<file path="src/rtl/prog_mem_pkg.sv">
// rtl/prog_mem_pkg.sv - TD4 opcodes, default widths, loader states and reset image (PROG_MEM_DEFAULT_IMAGE_EN)
package prog_mem_pkg;

   localparam int PM_ADDR_W = 4;
   localparam int PM_DATA_W = 8;

   localparam logic [3:0] OP_ADD_A   = 4'b0000;
   localparam logic [3:0] OP_MOV_AB  = 4'b0001;
   localparam logic [3:0] OP_IN_A    = 4'b0010;
   localparam logic [3:0] OP_MOV_A   = 4'b0011;
   localparam logic [3:0] OP_MOV_BA  = 4'b0100;
   localparam logic [3:0] OP_ADD_B   = 4'b0101;
   localparam logic [3:0] OP_IN_B    = 4'b0110;
   localparam logic [3:0] OP_MOV_B   = 4'b0111;
   localparam logic [3:0] OP_OUT_B   = 4'b1001;
   localparam logic [3:0] OP_OUT_IMM = 4'b1011;
   localparam logic [3:0] OP_JNC     = 4'b1110;
   localparam logic [3:0] OP_JMP     = 4'b1111;

   typedef enum logic [1:0] {
      LD_IDLE   = 2'd0,
      LD_LOAD   = 2'd1,
      LD_FINISH = 2'd2
   } ld_state_t;

   // Power-on program: LED counter demo when enabled, otherwise all zero.
   function automatic logic [7:0] reset_image(input int idx);
      logic [7:0] b;
      b = 8'h00;
`ifdef PROG_MEM_DEFAULT_IMAGE_EN
      case (idx)
         0:       b = {OP_OUT_B, 4'h0};
         1:       b = {OP_ADD_B, 4'h1};
         2:       b = {OP_JMP, 4'h0};
         default: b = 8'h00;
      endcase
`else
      if (idx < 0) b = 8'h00;
`endif
      return b;
   endfunction

endpackage

</file>
<file path="src/rtl/prog_mem_loader.sv">
// rtl/prog_mem_loader.sv - byte-serial program loader FSM driving the write port of prog_mem
module prog_mem_loader
   import prog_mem_pkg::*;
#(
   parameter int ADDR_W = PM_ADDR_W
) (
   input  logic              clk,
   input  logic              reset,
   input  logic              ld_start,
   input  logic              ld_valid,
   output logic              ld_ready,
   output logic              ld_done,
   output logic              cpu_hold,
   output logic              we,
   output logic [ADDR_W-1:0] waddr
);

   ld_state_t         state;
   logic [ADDR_W-1:0] wptr;

   always_ff @(posedge clk) begin
      if (reset) begin
         state <= LD_IDLE;
         wptr  <= '0;
      end else begin
         case (state)
            LD_IDLE: begin
               if (ld_start) begin
                  state <= LD_LOAD;
                  wptr  <= '0;
               end
            end
            LD_LOAD: begin
               // A restart takes priority over a byte offered in the same cycle.
               if (ld_start) begin
                  wptr <= '0;
               end else if (ld_valid) begin
                  wptr <= wptr + 1'b1;
                  if (&wptr) state <= LD_FINISH;
               end
            end
            LD_FINISH: state <= LD_IDLE;
            default:   state <= LD_IDLE;
         endcase
      end
   end

   assign ld_ready = (state == LD_LOAD);
   assign ld_done  = (state == LD_FINISH);
   assign cpu_hold = (state != LD_IDLE);
   assign we       = ld_ready & ld_valid & ~ld_start;
   assign waddr    = wptr;

endmodule

</file>
<file path="src/rtl/prog_mem.sv">
// rtl/prog_mem.sv - 16x8 CPU program memory with combinational fetch and serial loader (PROG_MEM_DEFAULT_IMAGE_EN)
module prog_mem
   import prog_mem_pkg::*;
#(
   parameter int ADDR_W = PM_ADDR_W,
   parameter int DATA_W = PM_DATA_W
) (
   input  logic              clk,
   input  logic              reset,
   input  logic [ADDR_W-1:0] addr,
   output logic [DATA_W-1:0] data,
   input  logic              ld_start,
   input  logic              ld_valid,
   input  logic [DATA_W-1:0] ld_data,
   output logic              ld_ready,
   output logic              ld_done,
   output logic              cpu_hold
);

   localparam int DEPTH = 2 ** ADDR_W;

   logic [DATA_W-1:0] mem [DEPTH];
   logic              we;
   logic [ADDR_W-1:0] waddr;

   prog_mem_loader #(.ADDR_W(ADDR_W)) u_loader (
      .clk      (clk),
      .reset    (reset),
      .ld_start (ld_start),
      .ld_valid (ld_valid),
      .ld_ready (ld_ready),
      .ld_done  (ld_done),
      .cpu_hold (cpu_hold),
      .we       (we),
      .waddr    (waddr)
   );

   // Reset reloads the image, so an interrupted load leaves no partial program.
   always_ff @(posedge clk) begin
      if (reset) begin
         for (int i = 0; i < DEPTH; i++) mem[i] <= DATA_W'(reset_image(i));
      end else if (we) begin
         mem[waddr] <= ld_data;
      end
   end

   assign data = mem[addr];

endmodule

</file>
<file path="config.mk">
export PLATFORM = sky130hd
export DESIGN_NAME = prog_mem
export DESIGN_NICKNAME = d
export VERILOG_FILES = /design/src/rtl/prog_mem_pkg.sv /design/src/rtl/prog_mem_loader.sv /design/src/rtl/prog_mem.sv
export SDC_FILE = /design/constraint.sdc
export NUM_CORES = 1
export LEC_CHECK = 0
export BUFFER_PORTS_ARGS = -buffer_cell sky130_fd_sc_hd__buf_2
export CAP_MARGIN = 20
export CORE_MARGIN = 2
export CORE_UTILIZATION = 61
export DETAILED_ROUTE_END_ITERATION = 12
export MAX_ROUTING_LAYER = met4
export PLACE_DENSITY = 0.88
export SLEW_MARGIN = 20
export SYNTH_ARGS = -nofsm -noshare
export SYNTH_HDL_FRONTEND = slang
export SYNTH_SLANG_ARGS = --single-unit
</file>
<file path="constraint.sdc">
create_clock -name clk -period 2.55 [get_ports clk]
set_input_delay 0.51 -clock clk [delete_from_list [all_inputs] [get_ports clk]]
set_output_delay 0.51 -clock clk [all_outputs]
set_load 0.05 [all_outputs]
</file>
==> flow_results.xml <==
<?xml version="1.0" encoding="UTF-8"?>
<metrics>
  <group name="sta">
    <metric name="timing.final.crit_period" unit="ns">2.52</metric>
    <metric name="setup_viol" unit="">0</metric>
    <metric name="max_freq" unit="MHz">397</metric>
    <metric name="timing_hold_violations_final" unit="">0</metric>
    <metric name="slew-limit-headroom" unit="%">59.9</metric>
    <metric name="worst-slew-pin-transition" unit="ns">0.600</metric>
    <metric name="final-max-slew-violation-count" unit="">0</metric>
    <metric name="skew" unit="ns">0.0125</metric>
    <metric name="holdWs" unit="ns">0.292</metric>
    <metric name="share_of_the_clock_period_used_by_the_worst_path_after_layout" unit="%">98.8</metric>
  </group>
  <group name="setup_path">
    <metric name="cp-end-kind" unit="">primary output</metric>
    <metric name="timing.setup.critical_path_class" unit="">reg -&gt; out</metric>
    <metric name="worst-path-max-fanout" unit="">1</metric>
    <metric name="critical_path.startpoint_type" unit="">register</metric>
    <metric name="crit_required" unit="ns">2.04</metric>
    <metric name="cp.arrival" unit="ns">2.01</metric>
  </group>
  <group name="clocking">
    <metric name="cts_made_buffers" unit="">17</metric>
    <metric name="clock_tree.buffer_depth" unit="">2</metric>
    <metric name="clk_pin_slew" unit="ns">0.06</metric>
    <metric name="cts_root_buf" unit="">sky130_fd_sc_hd__clkbuf_8</metric>
    <metric name="htree_num_levels" unit="">4</metric>
    <metric name="numClockSinks" unit="">134</metric>
    <metric name="cts_tree" unit="">done</metric>
    <metric name="ctsHoldBuffers" unit="">0</metric>
    <metric name="clock_latency" unit="ns">0.53</metric>
  </group>
  <group name="finish">
    <metric name="num_antenna_cells" unit="">0</metric>
    <metric name="area_growth_syn_to_fin" unit="%">16.3</metric>
    <metric name="drive_gt1_share" unit="%">24.2</metric>
    <metric name="postLayoutCoreUtil" unit="%">72.9</metric>
    <metric name="final.fill_count" unit="">578</metric>
    <metric name="final_net_count" unit="">503</metric>
  </group>
  <group name="status">
    <metric name="outcome" unit="">completed</metric>
  </group>
  <group name="die">
    <metric name="row_count" unit="">36</metric>
    <metric name="design.die.area" unit="µm²">10800</metric>
    <metric name="core-area" unit="µm²">9730</metric>
    <metric name="ioPinCount" unit="">27</metric>
    <metric name="initial_core_util" unit="%">62.7</metric>
    <metric name="fp.dieW" unit="µm">104</metric>
    <metric name="die_y" unit="µm">104</metric>
  </group>
  <group name="global_routing">
    <metric name="number_of_global_route_vias_before_repair" unit="">4002</metric>
    <metric name="grt.overflow.total" unit="">0</metric>
    <metric name="grt_first_pass_wirelength" unit="µm">22600</metric>
    <metric name="track_usage" unit="%">29.5</metric>
    <metric name="antenna_found_initial" unit="">0</metric>
    <metric name="grt_start_max_net_pins" unit="">33</metric>
  </group>
  <group name="pwr">
    <metric name="clock_power_share" unit="%">47.2</metric>
    <metric name="power.internal" unit="mW">4.30</metric>
    <metric name="combPwrFrac" unit="%">7.0</metric>
    <metric name="leakage_power_of_the_design" unit="nW">2.54</metric>
    <metric name="sequentialPowerShare" unit="%">45.7</metric>
    <metric name="worst_ir_drop_vdd" unit="mV">0.500</metric>
    <metric name="power.switching" unit="mW">1.16</metric>
    <metric name="p_sw_share" unit="%">21.3</metric>
    <metric name="power_density" unit="nW/µm²">770</metric>
  </group>
  <group name="synth">
    <metric name="yosysWarnings" unit="">0</metric>
    <metric name="seq_area_frac_synth" unit="%">65.0</metric>
    <metric name="syn-num-nets" unit="">461</metric>
    <metric name="leading_cell_types_by_total_area_after_synthesis" unit="">sky130_fd_sc_hd__edfxtp_1 (63%), sky130_fd_sc_hd__nor2_1 (8.3%), sky130_fd_sc_hd__mux4_2 (6.6%), sky130_fd_sc_hd__mux4_1 (6.0%), sky130_fd_sc_hd__nand2_1 (2.7%)</metric>
    <metric name="synth.largest_area_cell" unit="">sky130_fd_sc_hd__edfxtp_1</metric>
    <metric name="number_of_distinct_library_cells_after_synthesis" unit="">34</metric>
    <metric name="yosysTopAreaCellShare" unit="%">63.0</metric>
    <metric name="syn_avg_cell_area" unit="µm²">13.8</metric>
    <metric name="synthCells" unit="">441</metric>
    <metric name="postSynthRegisterBits" unit="">134</metric>
    <metric name="cell_area_after_synthesis" unit="µm²">6100</metric>
  </group>
  <group name="detailed_routing">
    <metric name="count_of_antenna_violating_nets_left_after_detailed_routing" unit="">0</metric>
    <metric name="detail_route.vias_per_cell" unit="">6.42</metric>
    <metric name="topRoutingLayerUsed" unit="">met4</metric>
    <metric name="met2_routed_length" unit="µm">7530</metric>
    <metric name="dr.first_iter.drc_count" unit="">388</metric>
    <metric name="drc" unit="">0</metric>
    <metric name="drt_wl_total" unit="µm">15000</metric>
    <metric name="wl_met1" unit="µm">5160</metric>
    <metric name="dr_total_vias" unit="">4040</metric>
    <metric name="detail_route.wl_per_cell" unit="µm">23.8</metric>
    <metric name="route.met3.wl" unit="µm">1690</metric>
    <metric name="drt-pass1-iter-count" unit="">5</metric>
  </group>
  <group name="job">
    <metric name="max-cap-violations" unit="">0</metric>
  </group>
  <group name="hold_path">
    <metric name="min-delay-path-class" unit="">in -&gt; reg</metric>
  </group>
  <group name="place">
    <metric name="portBuffers" unit="">26</metric>
    <metric name="gpl.final_weighted_congestion" unit="">0.845</metric>
    <metric name="hpwl_after_detailed_placement" unit="µm">9220</metric>
  </group>
</metrics>
area by class of cell:
class	count	area [µm²]	share of cell area, %
repair buffers	52	359	5.06
inverters	4	15.0	0.212
multi-input cells	274	1960	27.7
well taps	133	166	2.35
flip-flops and latches	134	3960	55.9
clock inverters	13	205	2.89
clock buffers	19	422	5.94
state kept, by name (all words and copies together), names as in the netlist:
| register | flops |
|---|---|
| mem | 128 |
| u_loader.state | 2 |
| u_loader.waddr | 4 |
cells in the mapped netlist, drive strengths merged:
cell	n
clkbuf	4
nor2b	4
mux4	32
nor3b	1
o21ba	1
o21ai	2
a21oi	4
o21bai	12
or2	1
and2	2
inv	4
dfxtp	6
nand3	2
nand2b	1
nor3	1
a22oi	16
nor2	135
ha	4
buf	22
nand2	47
and4bb	1
nand4	1
edfxtp	128
and2b	1
a22o	1
xnor2	1
clkdlybuf4s25	3
a31o	4
layout by cell type, fill, tap and decap left out, types with 4 or more instances in the layout:
| cell type | count |
|---|---|
| sky130_fd_sc_hd__dfxtp_1 | 6 |
| sky130_fd_sc_hd__mux4_2 | 21 |
| sky130_fd_sc_hd__a31o_2 | 4 |
| sky130_fd_sc_hd__a22oi_2 | 7 |
| sky130_fd_sc_hd__bufinv_16 | 5 |
| sky130_fd_sc_hd__clkbuf_16 | 16 |
| sky130_fd_sc_hd__a22oi_1 | 9 |
| sky130_fd_sc_hd__inv_1 | 4 |
| sky130_fd_sc_hd__o21bai_1 | 12 |
| sky130_fd_sc_hd__nand2_1 | 44 |
| sky130_fd_sc_hd__ha_1 | 4 |
| sky130_fd_sc_hd__edfxtp_1 | 128 |
| sky130_fd_sc_hd__buf_4 | 25 |
| sky130_fd_sc_hd__a21oi_1 | 4 |
| sky130_fd_sc_hd__nor2_1 | 135 |
| sky130_fd_sc_hd__mux4_1 | 11 |
| sky130_fd_sc_hd__buf_2 | 24 |
cells by family (layout without fill, tap and decap cells):
group                    Yosys count  after routing  share of synthesized area, %
XOR/XNOR                           1              1                         0.144
multiplexers                      32             32                          12.7
buffers and inverters             33             88                          3.22
adder cells (fa/ha/maj)            4              4                         0.821
AO/OA/AOI/OAI                     40             40                          4.82
flip-flops                       134            134                          65.0
AND/OR/NAND/NOR                  197            197                          13.3
power groups by stage:
stage / Combinational (mW) / Sequential, mW / Clock, mW
2_1_floorplan: 0.248 / 2.53 / 0
3_3_place_gp: 0.356 / 2.54 / 0
3_5_place_dp: 0.366 / 2.54 / 0
4_1_cts: 0.373 / 2.50 / 2.59
5_1_grt: 0.401 / 2.50 / 2.68
6_report: 0.384 / 2.50 / 2.58
routing by layer:
layer,vias up,GRT usage (%)
li1,1706,-
met1,1957,36.9
met2,319,48.5
met3,58,6.39
met4,0,10.3
met5,-,-
path summary, 6_finish.rpt:
check | from | to | slack (ns) | cells after the start
max | mem[0][6]$_SDFFCE_PN0P_ | data[6] | 0.03 | 4
min | ld_valid | u_loader.waddr[0]$_SDFFE_PP0P_ | 0.29 | 3
max reg2reg | u_loader.state[0]$_SDFFE_PP0P_ | mem[11][3]$_SDFFCE_PN0P_ | 0.42 | 5
min reg2reg | u_loader.waddr[0]$_SDFFE_PP0P_ | u_loader.waddr[0]$_SDFFE_PP0P_ | 0.54 | 2
stage by stage:
stage	power (mW)	instance area [µm²]	TNS, ns	setup WS, ns	std cells
detailed placement	2.91	6430	0	0.00766	597
global route	5.59	7090	-0.00887	-0.00837	629
finish	5.46	7090	0	0.0309	629
CTS	5.47	7070	0	0.00110	629
global placement	2.89	6430	0	0.0569	597
floorplan	2.78	6100	0	0.249	441
worst max-delay path: stages, from the launching register on:
cell                       delay, ns
sky130_fd_sc_hd__edfxtp_1       0.40
sky130_fd_sc_hd__mux4_1         0.56
sky130_fd_sc_hd__a22oi_1        0.24
sky130_fd_sc_hd__nand2_1        0.07
sky130_fd_sc_hd__buf_2          0.21
what timing repair did:
action | CTS | global route
buffers inserted | 0 | 0
setup endpoints to repair | 3 | 5
resized for setup | 5 | 9
gates cloned | 0 | 0
pin swaps | 0 | 1
(Power assumes the default switching activity.)
